$ cat src/rtl/rf_wb_arbiter.sv
// Register-file write-port arbiter between pipeline writeback and one long-latency unit,
// with a busy scoreboard of LU destinations for issue-stage hazard checks.
module rf_wb_arbiter #(
  parameter int XLEN     = 64,
  parameter int MAX_WAIT = 4
) (
  input  logic            clk,
  input  logic            rst,
  input  logic            wb_valid,
  input  logic [4:0]      wb_addr,
  input  logic [XLEN-1:0] wb_data,
  input  logic            lu_valid,
  input  logic [4:0]      lu_addr,
  input  logic [XLEN-1:0] lu_data,
  output logic            lu_ready,
  input  logic            iss_valid,
  input  logic [4:0]      iss_rd,
  input  logic [4:0]      chk_rs1,
  input  logic [4:0]      chk_rs2,
  input  logic [4:0]      chk_rd,
  output logic            rs1_busy,
  output logic            rs2_busy,
  output logic            rd_busy,
  output logic            iss_conflict,
  output logic            lu_idle,
  output logic            stall_wb,
  output logic            rf_we,
  output logic [4:0]      rf_waddr,
  output logic [XLEN-1:0] rf_wdata,
  output logic            waw_err
);

  localparam int            CW       = (MAX_WAIT > 0) ? $clog2(MAX_WAIT + 1) : 1;
  localparam logic [CW-1:0] WAIT_MAX = CW'(MAX_WAIT);

  logic [31:1]     busy_q, busy_d;
  logic [31:0]     busy_v;
  logic [CW-1:0]   wait_q, wait_d;
  logic            waw_q, waw_d;
  logic            starve, grant_lu;
  logic [4:0]      sel_addr;
  logic [XLEN-1:0] sel_data;

  // x0 is never tracked, so reading index 0 always returns "not busy"
  assign busy_v = {busy_q, 1'b0};

  always_comb begin
    starve   = (wait_q >= WAIT_MAX);
    grant_lu = lu_valid & (~wb_valid | starve);
    sel_addr = grant_lu ? lu_addr : wb_addr;
    sel_data = grant_lu ? lu_data : wb_data;
  end

  // Outputs are forced quiet while reset is held, regardless of live inputs
  assign lu_ready     = rst & grant_lu;
  assign stall_wb     = rst & wb_valid & grant_lu;
  assign rf_we        = rst & (grant_lu | wb_valid) & (|sel_addr);
  assign rf_waddr     = rst ? sel_addr : '0;
  assign rf_wdata     = rst ? sel_data : '0;
  assign rs1_busy     = rst & busy_v[chk_rs1];
  assign rs2_busy     = rst & busy_v[chk_rs2];
  assign rd_busy      = rst & busy_v[chk_rd];
  assign iss_conflict = rst & iss_valid & busy_v[iss_rd];
  assign lu_idle      = ~rst | (busy_q == '0);
  assign waw_err      = waw_q;

  always_comb begin
    busy_d = busy_q;
    for (int i = 1; i < 32; i++) begin
      if (grant_lu && lu_addr == 5'(i)) busy_d[i] = 1'b0;
      // a new issue to the register being retired keeps it busy
      if (iss_valid && iss_rd == 5'(i)) busy_d[i] = 1'b1;
    end

    wait_d = wait_q;
    if (!lu_valid || grant_lu)  wait_d = '0;
    else if (wait_q < WAIT_MAX) wait_d = wait_q + 1'b1;

    waw_d = waw_q | (wb_valid & ~grant_lu & (|wb_addr) & busy_v[wb_addr]);
  end

  always_ff @(posedge clk or negedge rst) begin
    if (!rst) begin
      busy_q <= '0;
      wait_q <= '0;
      waw_q  <= 1'b0;
    end else begin
      busy_q <= busy_d;
      wait_q <= wait_d;
      waw_q  <= waw_d;
    end
  end

endmodule

$ cat config.mk
export PLATFORM = sky130hd
export DESIGN_NAME = rf_wb_arbiter
export DESIGN_NICKNAME = d
export VERILOG_FILES = /design/src/rtl/rf_wb_arbiter.sv
export SDC_FILE = /design/constraint.sdc
export NUM_CORES = 1
export LEC_CHECK = 0
export ABC_AREA = 1
export BUFFER_PORTS_ARGS = -buffer_cell sky130_fd_sc_hd__buf_2
export CAP_MARGIN = 25
export CORE_MARGIN = 3
export CORE_UTILIZATION = 46
export CTS_CLUSTER_DIAMETER = 40
export DETAILED_ROUTE_END_ITERATION = 10
export PLACE_DENSITY = 0.9
export SYNTH_ARGS = -nofsm -noshare
export SYNTH_HDL_FRONTEND = slang
export SYNTH_SLANG_ARGS = --single-unit
$ cat constraint.sdc
create_clock -name clk -period 2.08 [get_ports clk]
set_input_delay 0.624 -clock clk [delete_from_list [all_inputs] [get_ports clk]]
set_output_delay 0.624 -clock clk [all_outputs]
set_load 0.02 [all_outputs]
==> impl_results.md, run 1 <==
- Outcome: stopped before the end
- Failing step: 5_1_grt
- Tool error: [ERROR GRT-0232] Routing congestion too high. Check the congestion heatmap in the GUI.
- Chip height: 103.1 microns
- H-tree levels: 2
- I/O pin count: 241
- Number of synthesized register bits: 35
- Worst EP post-GRT repair: rs1_busy
- Sequential fraction of the synthesis area: 20.21%
- CTS sink count: 35
- Syn_area_per_cell: 5.252 sq um
- Synth Flop Type: dfrtp_1
- Mapped Nets: ~1000
- Cell with the most instances after synthesis: nand2_1
- EDFF count, synth: 0
- Share of the synthesized area in the top cell type: 21.48%
- Clock Path Buffers: 2
- Ys async rst share: 100.0%
- DP HPWL: 15.82 mm
- GRT Util Overall: approximately 69%
- Synth Area in XOR/XNOR: 0%
- Adder-Cell Fraction of Synth Area: 0.2888%
- Area leader, netlist: nand2_1
- Synth area leaders: nand2_1 21%, dfrtp_1 20%, nor2_1 16%
- Post-synthesis mux area share: 0%
- Root Buffer: clkbuf_8
- Worst endpoint type: output port
- Unique cell type count in the Yosys netlist: 33
- Initial Utilization: 48.50%
- CTS Buf Count: 5
- Post-Syn Instances: 825
- Die X: between 100 and 150 microns
- FP Rows: 34
- Placer congestion estimate: 1.016
- Most frequent cells after synthesis: 248 x nand2_1, 184 x nor2_1, 114 x o21ai_0, 79 x nand3_1, 61 x inv_1
- Main combinational cell family by area after synthesis: simple AND/OR/NAND/NOR gates
- Mapped cell area: 4333 sq um
- Synth warn: 0
- Synth Area in Compound Gates: 17.73%
- Port bufs: 240
- Post-synthesis simple-gate area fraction: 50.94%
- Total congestion overflow: 37
- Largest net degree at the start of global routing: 35
==> through the flow <==
stage | setup slack, ps | util (%) | setup TNS, ps | cell area [sq um] | std cells
2_1_floorplan | -74.27 | - | -165.2 | 4549 | 825
3_3_place_gp | -293.1 | 69.82 | -12260 | 6237 | 1201
3_5_place_dp | -327.3 | 69.82 | -14220 | 6237 | 1201
4_1_cts | -186.4 | 82.77 | -7499 | 7395 | 1221
==> cell families after synthesis <==
kind of cell               count (synthesis)
and+or+nand+nor                          536
AOI/OAI and AO/OA                        146
buffers and inverters                    107
DFF                                       35
adders and majority gates                  1
==> repair_timing <==
item,CTS
resized for setup,308
gates cloned,8
setup endpoints to repair,77
pin swaps,45
setup buffers,6
hold buffers,0
==> per-layer routing <==
| layer | overflow | track usage, % |
|---|---|---|
| met3 | 0 | 56.09 |
| met1 | 0 | 66.76 |
| met5 | 0 | 12.50 |
| met4 | 19 | 69.62 |
| met2 | 18 | 87.47 |
==> inputs of run 2 (changes only) <==
--- a/config.mk
+++ b/config.mk
@@ -9,10 +9,9 @@
 export BUFFER_PORTS_ARGS = -buffer_cell sky130_fd_sc_hd__buf_2
 export CAP_MARGIN = 25
 export CORE_MARGIN = 3
-export CORE_UTILIZATION = 46
-export CTS_CLUSTER_DIAMETER = 40
+export CORE_UTILIZATION = 33
 export DETAILED_ROUTE_END_ITERATION = 10
-export PLACE_DENSITY = 0.9
+export PLACE_DENSITY_LB_ADDON = 0.15
 export SYNTH_ARGS = -nofsm -noshare
 export SYNTH_HDL_FRONTEND = slang
 export SYNTH_SLANG_ARGS = --single-unit
==> run 2 against run 1 <==
Effect of this change:
- the flow now finishes, with violations (negative setup slack)
- synthesized area did not move
- synthesized cell count did not move
==> impl_results.md, run 2 <==
- Gate power share: a little over half
- RSZ-0062 raised after global routing: yes
- Largest register FFs: 31
- Reg2reg start: wait_q[2]$_DFFE_PN0P_
- Final Hold Fails: 0
- Metal1 wirelength: 9.582 mm
- Sw frac: between 40% and 50%
- Port bufs: 240 (unchanged)
- Post-layout net count: 1291
- DP HPWL: 16.06 mm (+1.5%)
- Post-DRT Antenna Nets: 0
- Die X: 120.6 microns (+17%)
- Fin area: about 8400 sq um
- Worst setup path category: primary input to output port
- CTS sink count: 35 (unchanged)
- Cell family with most CP delay: simple AND/OR/NAND/NOR gates
- Worst min path class: primary input to asynchronous set/reset pin
- Adder-Cell Fraction of Synth Area: 0.2888% (unchanged)
- WL per Instance: 18.49 microns
- Drt pass-1 iters: 7
- Routed wl met2: 11.55 mm
- Non-Filler Instances: 1300
- First-pass GRT wire length: 34.67 mm
- CP max FO: 7
- Crit-path most repeated cell: nor2_2
- Final critical-path required period: 2277 ps
- EDFF count, synth: 0 (unchanged)
- Number of synthesized register bits: 35 (unchanged)
- Post-Syn Instances: 825 (unchanged)
- Cell with the most instances after synthesis: nand2_1
- Layout cell share with drive strength beyond 1: 54.17%
- Outcome: finished with violations
- Clock Path Buffers: 2 (unchanged)
- Critical path buffer and inverter count: 3
- Sequential fraction of the synthesis area: 20.21% (unchanged)
- Ys async rst share: 100.0% (unchanged)
- Mapped cell area: 4333 sq um (unchanged)
- CTS tree: done
- Reg power frac: 30.5%
- Top Metal Used: met5
- Failing checks: negative setup slack
- Unique cell type count in the Yosys netlist: 33 (unchanged)
- I/O pin count: 241 (unchanged)
- Psw: around 1.9 mW
- Initial Utilization: 34.06% (-14 points)
- Vias per Instance: about 5.3
- Dpl cell area: 6327 sq um (+1.4%)
- Max VDD drop: 0.0003798 V
- Synth area leaders: nand2_1 21%, dfrtp_1 20%, nor2_1 16%
- Largest net degree at the start of global routing: 32
- GRT Util Overall: slightly below 30%
- Initial drt markers: 658
- Main combinational cell family by area after synthesis: simple AND/OR/NAND/NOR gates
- Fin worst setup slack: -197.0 ps
- Root Buffer: clkbuf_16
- Most frequent cells after synthesis: 248 x nand2_1, 184 x nor2_1, 114 x o21ai_0, 79 x nand3_1, 61 x inv_1
- P per Cell Area: 491.1 nW/um^2
- Hold_ws: around 160 ps
- Crit-path max cell delay: 150 ps
- FP Rows: 41 (+21%)
- Post-synthesis simple-gate area fraction: 50.94% (unchanged)
- Most frequent cells in the layout: 233 x nand2_1, 154 x buf_2, 86 x buf_6, 80 x nor2_2, 71 x nand3_1
- Commonest non-fill, non-tap cell in the layout: nand2_1
- Clock transition at path regs: 50 ps
- Util after Layout: 66.34%
- Placer congestion estimate: 0.9474 (-6.7%)
- Worst slew pin tran: 546.3 ps
- Fin crit share: 109.5%
- Post-synthesis mux area share: 0% (unchanged)
- F_max: 439.2 MHz
- Share of the synthesized area in the top cell type: 21.48% (unchanged)
- Max-slew violations: 0
- Antenna violations before repair: 3
- Ant. Diodes: 0
- H-tree levels: 2 (unchanged)
- Crit Reg-Reg Endpoint: busy_q[14]$_DFFE_PN0P_
- Pint: roughly 2.3 mW
- Leak: 4.006 nW
- Depth of the most critical reg-to-reg path: 7
- Met3 Wirelength: 2.269 mm
- Crit path cell chain: buf_8 > nand2_4 > nand2_8 > buf_4 > o21ai_4 > nand4_1 > nor2_2 > nor2_2 > buf_6
- CP arrival: ~1700 ps
- Total congestion overflow: 0
- Crit path capture type: output port
- R2r setup slk: ~670 ps
- Syn_area_per_cell: 5.252 sq um (unchanged)
- Area Growth Syn to Fin: 94.77%
- Synth Area in Compound Gates: 17.73% (unchanged)
- Final Setup Violations: 76
- Clock power share: roughly 17%
- Mapped Nets: 989 (unchanged)
- Vias: 6938
- Critical path launch point type: primary input
- Synth Flop Type: dfrtp_1
- Register bank with the most flops: busy_q
- Worst Path Required: 1460 ps
- Core Box Area: 12720 sq um
- CP max-delay cell: buf_4
- Layout Skew: 4.205 ps
- Clk_lat worst skew: 280 ps
- Area leader, netlist: nand2_1
- Synth Area in XOR/XNOR: 0% (unchanged)
- Max transition margin: 63.54%
- Chip height: 120.6 microns (+17%)
- WL final: approximately 24 mm
- Max Cap Viol: 0
- Synth warn: 0 (unchanged)
- Die outline area: 14540 sq um
- Vias in the first global route: around 6600
- CTS Buf Count: 5 (unchanged)
- DRC: 0
- DP Cell Count: 1268 (+5.6%)
==> run 2: timing repair <==
action                                 4_1_cts  5_1_grt
hold buffers                                 0        0
pin swaps                                   55       47
setup endpoints to repair                   77       77
resized for setup                          401      154
endpoints found under the hold margin        0        0
cloned                                       8        4
setup buffers                                9        4
==> run 2: kinds of logic after synthesis <==
| family | Yosys count |
|---|---|
| AND/OR/NAND/NOR | 536 |
| buffers and inverters | 107 |
| flip-flops | 35 |
| adder cells (fa/ha/maj) | 1 |
| AO/OA/AOI/OAI | 146 |
==> run 2: metal layers <==
metal	up-vias	track usage, %
li1	3272	-
met4	6	8.711
met2	384	48.45
met1	3208	38.92
met3	68	7.390
met5	-	0
==> run 2: worst max path at each step <==
stage,cells after the start,endpoint,from
6_report,9,rf_we,wb_valid
5_1_grt,11,rd_busy,chk_rd[0]
4_1_cts,9,rd_busy,chk_rd[0]
3_5_place_dp,12,iss_conflict,iss_rd[0]
3_3_place_gp,12,iss_conflict,iss_rd[0]
2_1_floorplan,11,rd_busy,chk_rd[0]
==> run 2: power by group through the flow <==
stage | sequential [mW] | clock [mW] | combinational (mW)
2_1_floorplan | 1.01 | 0 | 0.980
3_3_place_gp | 1.20 | 0 | 1.57
3_5_place_dp | 1.20 | 0 | 1.58
4_1_cts | 1.22 | 0.716 | 1.94
5_1_grt | 1.27 | 0.738 | 2.35
6_report | 1.27 | 0.706 | 2.17
==> run 2: area by class of cell <==
cell class                 count  area [sq um]
clock buffer                   7         132.6
inverter                      67         295.3
sequential                    35         907.1
clock inverter                 1         5.005
tap                          172         215.2
fill                        1105          4283
multi-input combinational    683          3999
timing repair buffer         335          2885
==> run 2: per-stage QoR <==
stage	TNS (ps)	setup slack [ps]	power, mW
2_1_floorplan	-165.2	-74.27	1.986
3_3_place_gp	-14530	-338.1	2.769
3_5_place_dp	-15250	-331.9	2.775
4_1_cts	-5857	-173.2	3.880
5_1_grt	-11300	-250.9	4.361
6_report	-7628	-197.0	4.145
No activity file was read; power rests on OpenSTA's default activity.
==> inputs of run 3 (changes only) <==
--- a/config.mk
+++ b/config.mk
@@ -5,7 +5,7 @@
 export SDC_FILE = /design/constraint.sdc
 export NUM_CORES = 1
 export LEC_CHECK = 0
-export ABC_AREA = 1
+export ABC_AREA = 0
 export BUFFER_PORTS_ARGS = -buffer_cell sky130_fd_sc_hd__buf_2
 export CAP_MARGIN = 25
 export CORE_MARGIN = 3
==> run 3 against run 2 <==
Effect of this change:
- the run still ends with negative setup slack left
- clock skew barely moved
- sequential share of layout area down 1.6 points
- sequential cell count stayed put
- via count is 10% lower
- first-iteration DRC count is 12% higher
- total power is 21% higher
- critical path depth is 3 lower
- synthesized cell count decreased by 36%
- register-to-register slack got worse by 740 ps
- clock-buffer cell count fell by 2
- critical endpoint is now rd_busy
==> impl_results.md, run 3 <==
- Cell family with most CP delay: multiplexers
- Syn_area_per_cell: 7.773 sq um (+48%)
- Sequential fraction of the synthesis area: 21.38% (+1.2 points)
- Util after Layout: 80.30% (+14 points)
- H-tree levels: 2 (unchanged)
- Core Box Area: 12060 sq um (-5.2%)
- Clock transition at path regs: 60 ps (about the same)
- Most frequent cells after synthesis: 151 x nand2_1, 70 x a21boi_0, 68 x o21ai_0, 35 x dfrtp_1, 31 x clkbuf_1
- Initial Utilization: 33.96% (-0.095 points)
- Clock Path Buffers: 2 (unchanged)
- DP HPWL: 15.75 mm (-1.9%)
- Mapped cell area: 4096 sq um (-5.5%)
- WL final: 24.74 mm (+2.9%)
- CP max FO: 5 (-2)
- Total congestion overflow: 0 (unchanged)
- Synth Area in Compound Gates: 26.05% (+8.3 points)
- Max VDD drop: 0.0003775 V (-0.63%)
- Chip height: 117.4 microns (-2.6%)
- Crit-path most repeated cell: mux4_2
- Post-synthesis mux area share: 23.73% (+24 points)
- Area occupied by multi-input gates: 4890 sq um (+22%)
- CTS Buf Count: 5 (unchanged)
- Vias in the first global route: 6719 (+2.4%)
- I/O pin count: 241 (unchanged)
- P per Cell Area: 518.9 nW/um^2 (+5.7%)
- CP arrival: 2090 ps (+440 ps)
- Clk_lat worst skew: 280 ps (about the same)
- Layout cell share with drive strength beyond 1: 75.82% (+22 points)
- Fin worst setup slack: -629.1 ps (-432.0 ps)
- Die X: 117.4 microns (-2.6%)
- Main combinational cell family by area after synthesis: compound AO/OA/AOI/OAI gates
- Hold-fix buffers, CTS: 0 (unchanged)
- Post-synthesis simple-gate area fraction: 23.98% (-27 points)
- Crit-path max cell delay: 490 ps (+340 ps)
- Root Buffer: clkbuf_16
- Outcome: finished with violations
- GRT Util Overall: 34.63% (+4.9 points)
- Cell with the most instances after synthesis: nand2_1
- Area leader, netlist: dfrtp_1
- Mapped Nets: 691 (-30%)
- Unique cell type count in the Yosys netlist: 44 (+33%)
- Number of synthesized register bits: 35 (unchanged)
- Placer congestion estimate: 0.9965 (+5.2%)
- Depth of the most critical reg-to-reg path: 7 (unchanged)
- Worst slew pin tran: 493.4 ps (-52.89 ps)
- Post-Route Setup TNS: -29250 ps (-21620 ps)
- Post-layout net count: 1044 (-19%)
- CTS sink count: 35 (unchanged)
- RSZ-0062 raised after global routing: yes
- Final critical-path required period: 2709 ps (+432.0 ps)
- Drt pass-1 iters: 8 (+1)
- Worst Path Required: 1460 ps (about the same)
- Adder-Cell Fraction of Synth Area: 0.3054% (+0.017 points)
- WL per Instance: 23.59 microns (+28%)
- Largest register FFs: 31 (unchanged)
- Max Cap Viol: 0 (unchanged)
- Dpl cell area: 7682 sq um (+21%)
- R2r setup slk: -70 ps (-740 ps)
- Synth Flop Type: dfrtp_1
- Area Growth Syn to Fin: 136.4%
- Critical path launch point type: primary input
- Non-Filler Instances: 1049 (-19%)
- Failing checks: negative setup slack
- Antenna violations before repair: 0 (-3)
- FP Rows: 40 (-2.4%)
- Crit path capture type: output port
- Crit Reg-Reg Endpoint: busy_q[10]$_DFFE_PN0P_
- Final Setup Violations: 78 (+2.6%)
- Layout Skew: 3.821 ps (-0.3843 ps)
- Critical path buffer and inverter count: 2 (-1)
- Worst setup path category: primary input to output port
- Reg2reg start: wait_q[2]$_DFFE_PN0P_
- Max-slew violations: 0 (unchanged)
- CP max-delay cell: mux4_2
- CTS tree: done
- Hold_ws: 183.8 ps (+22.99 ps)
- Ys async rst share: 100.0% (unchanged)
- Commonest non-fill, non-tap cell in the layout: buf_2
- # fillers: 674 (-39%)
- Fin area: 9686 sq um (+15%)
- EDFF count, synth: 0 (unchanged)
- Synth area leaders: dfrtp_1 21%, nand2_1 14%, a21boi_0 13%
- Final Hold Fails: 0 (unchanged)
- Vias: 6211 (-10%)
- DP Cell Count: 1001 (-21%)
- Largest net degree at the start of global routing: 25 (-22%)
- F_max: 369.1 MHz (-16%)
- Register area: 885.9 sq um (-2.3%)
- Initial drt markers: 737 (+12%)
- Fin crit share: 130.2% (+21 points)
- Worst min path class: primary input to asynchronous set/reset pin
- Die outline area: 13790 sq um (-5.2%)
- Ant. Diodes: 0 (unchanged)
- Vias per Instance: 5.921 (+11%)
- Max transition margin: 67.11% (+3.6 points)
- Leak: 4.741 nW (+18%)
- Post-Syn Instances: 527 (-36%)
- Crit path cell chain: buf_12 > mux4_2 > mux4_2 > nand2b_4 > o211a_4 > buf_6
- DRC: 0 (unchanged)
- Synth warn: 0 (unchanged)
- Register bank with the most flops: busy_q
- Synth Area in XOR/XNOR: 0% (unchanged)
- First-pass GRT wire length: 38.10 mm (+9.9%)
- Post-DRT Antenna Nets: 0 (unchanged)
- Port bufs: 240 (unchanged)
- Share of the synthesized area in the top cell type: 21.38% (-0.10 points)
- Most frequent cells in the layout: 156 x buf_2, 112 x nand2_4, 102 x buf_6, 85 x buf_4, 68 x a21boi_4
## run 3: how the worst max path moves through the flow
stage               start       end  depth (start not counted)
3_5_place_dp   chk_rs1[0]  rs1_busy                          6
4_1_cts         chk_rd[0]   rd_busy                          6
2_1_floorplan   chk_rd[0]   rd_busy                          5
6_report        chk_rd[0]   rd_busy                          6
5_1_grt        chk_rs1[0]  rs1_busy                          6
3_3_place_gp   chk_rs1[0]  rs1_busy                          6
## run 3: kinds of logic (layout without fill, tap and decap cells)
kind of cell	Yosys count	in the layout
AO/OA/AOI/OAI	167	167
adder cells (fa/ha/maj)	1	1
buffers and inverters	44	398
flip-flops	35	35
multiplexers	59	59
AND/OR/NAND/NOR	221	221
## run 3: metal layers
| metal | routed length, microns | GRT usage (%) | vias up |
|---|---|---|---|
| met4 | 1436 | 14.44 | 0 |
| met2 | 12210 | 59.54 | 491 |
| met3 | 2498 | 8.968 | 132 |
| li1 | - | - | 2636 |
| met1 | 8596 | 41.10 | 2952 |
| met5 | 0 | 0 | - |
## run 3: report_power, final
part,internal [mW],leakage (nW),switching [mW]
combinational,1.52,4.24,1.45
clock,0.686,0.0900,0.295
sequential,0.839,0.411,0.233
total,3.05,4.74,1.98
## run 3: stage by stage
step | power (mW) | setup WS (ps)
floorplan | 2.313 | -505.0
global route | 5.196 | -661.0
global placement | 3.270 | -741.9
detailed placement | 3.325 | -770.6
CTS | 4.845 | -634.9
finish | 5.026 | -629.1
## run 3: repair_timing
item / CTS / global route
gates cloned: 16 / 0
pin swaps: 90 / 47
buffers inserted: 30 / 11
gates resized for setup: 328 / 54
setup endpoints to repair: 77 / 95
## run 3: area by class of cell
type / instances / share of cell area [%]
clock buffers: 5 / 1.292
multi-input cells: 448 / 50.48
repair buffers: 387 / 36.09
well taps: 168 / 2.170
clock inverters: 3 / 0.6976
inverters: 3 / 0.1163
flip-flops and latches: 35 / 9.146
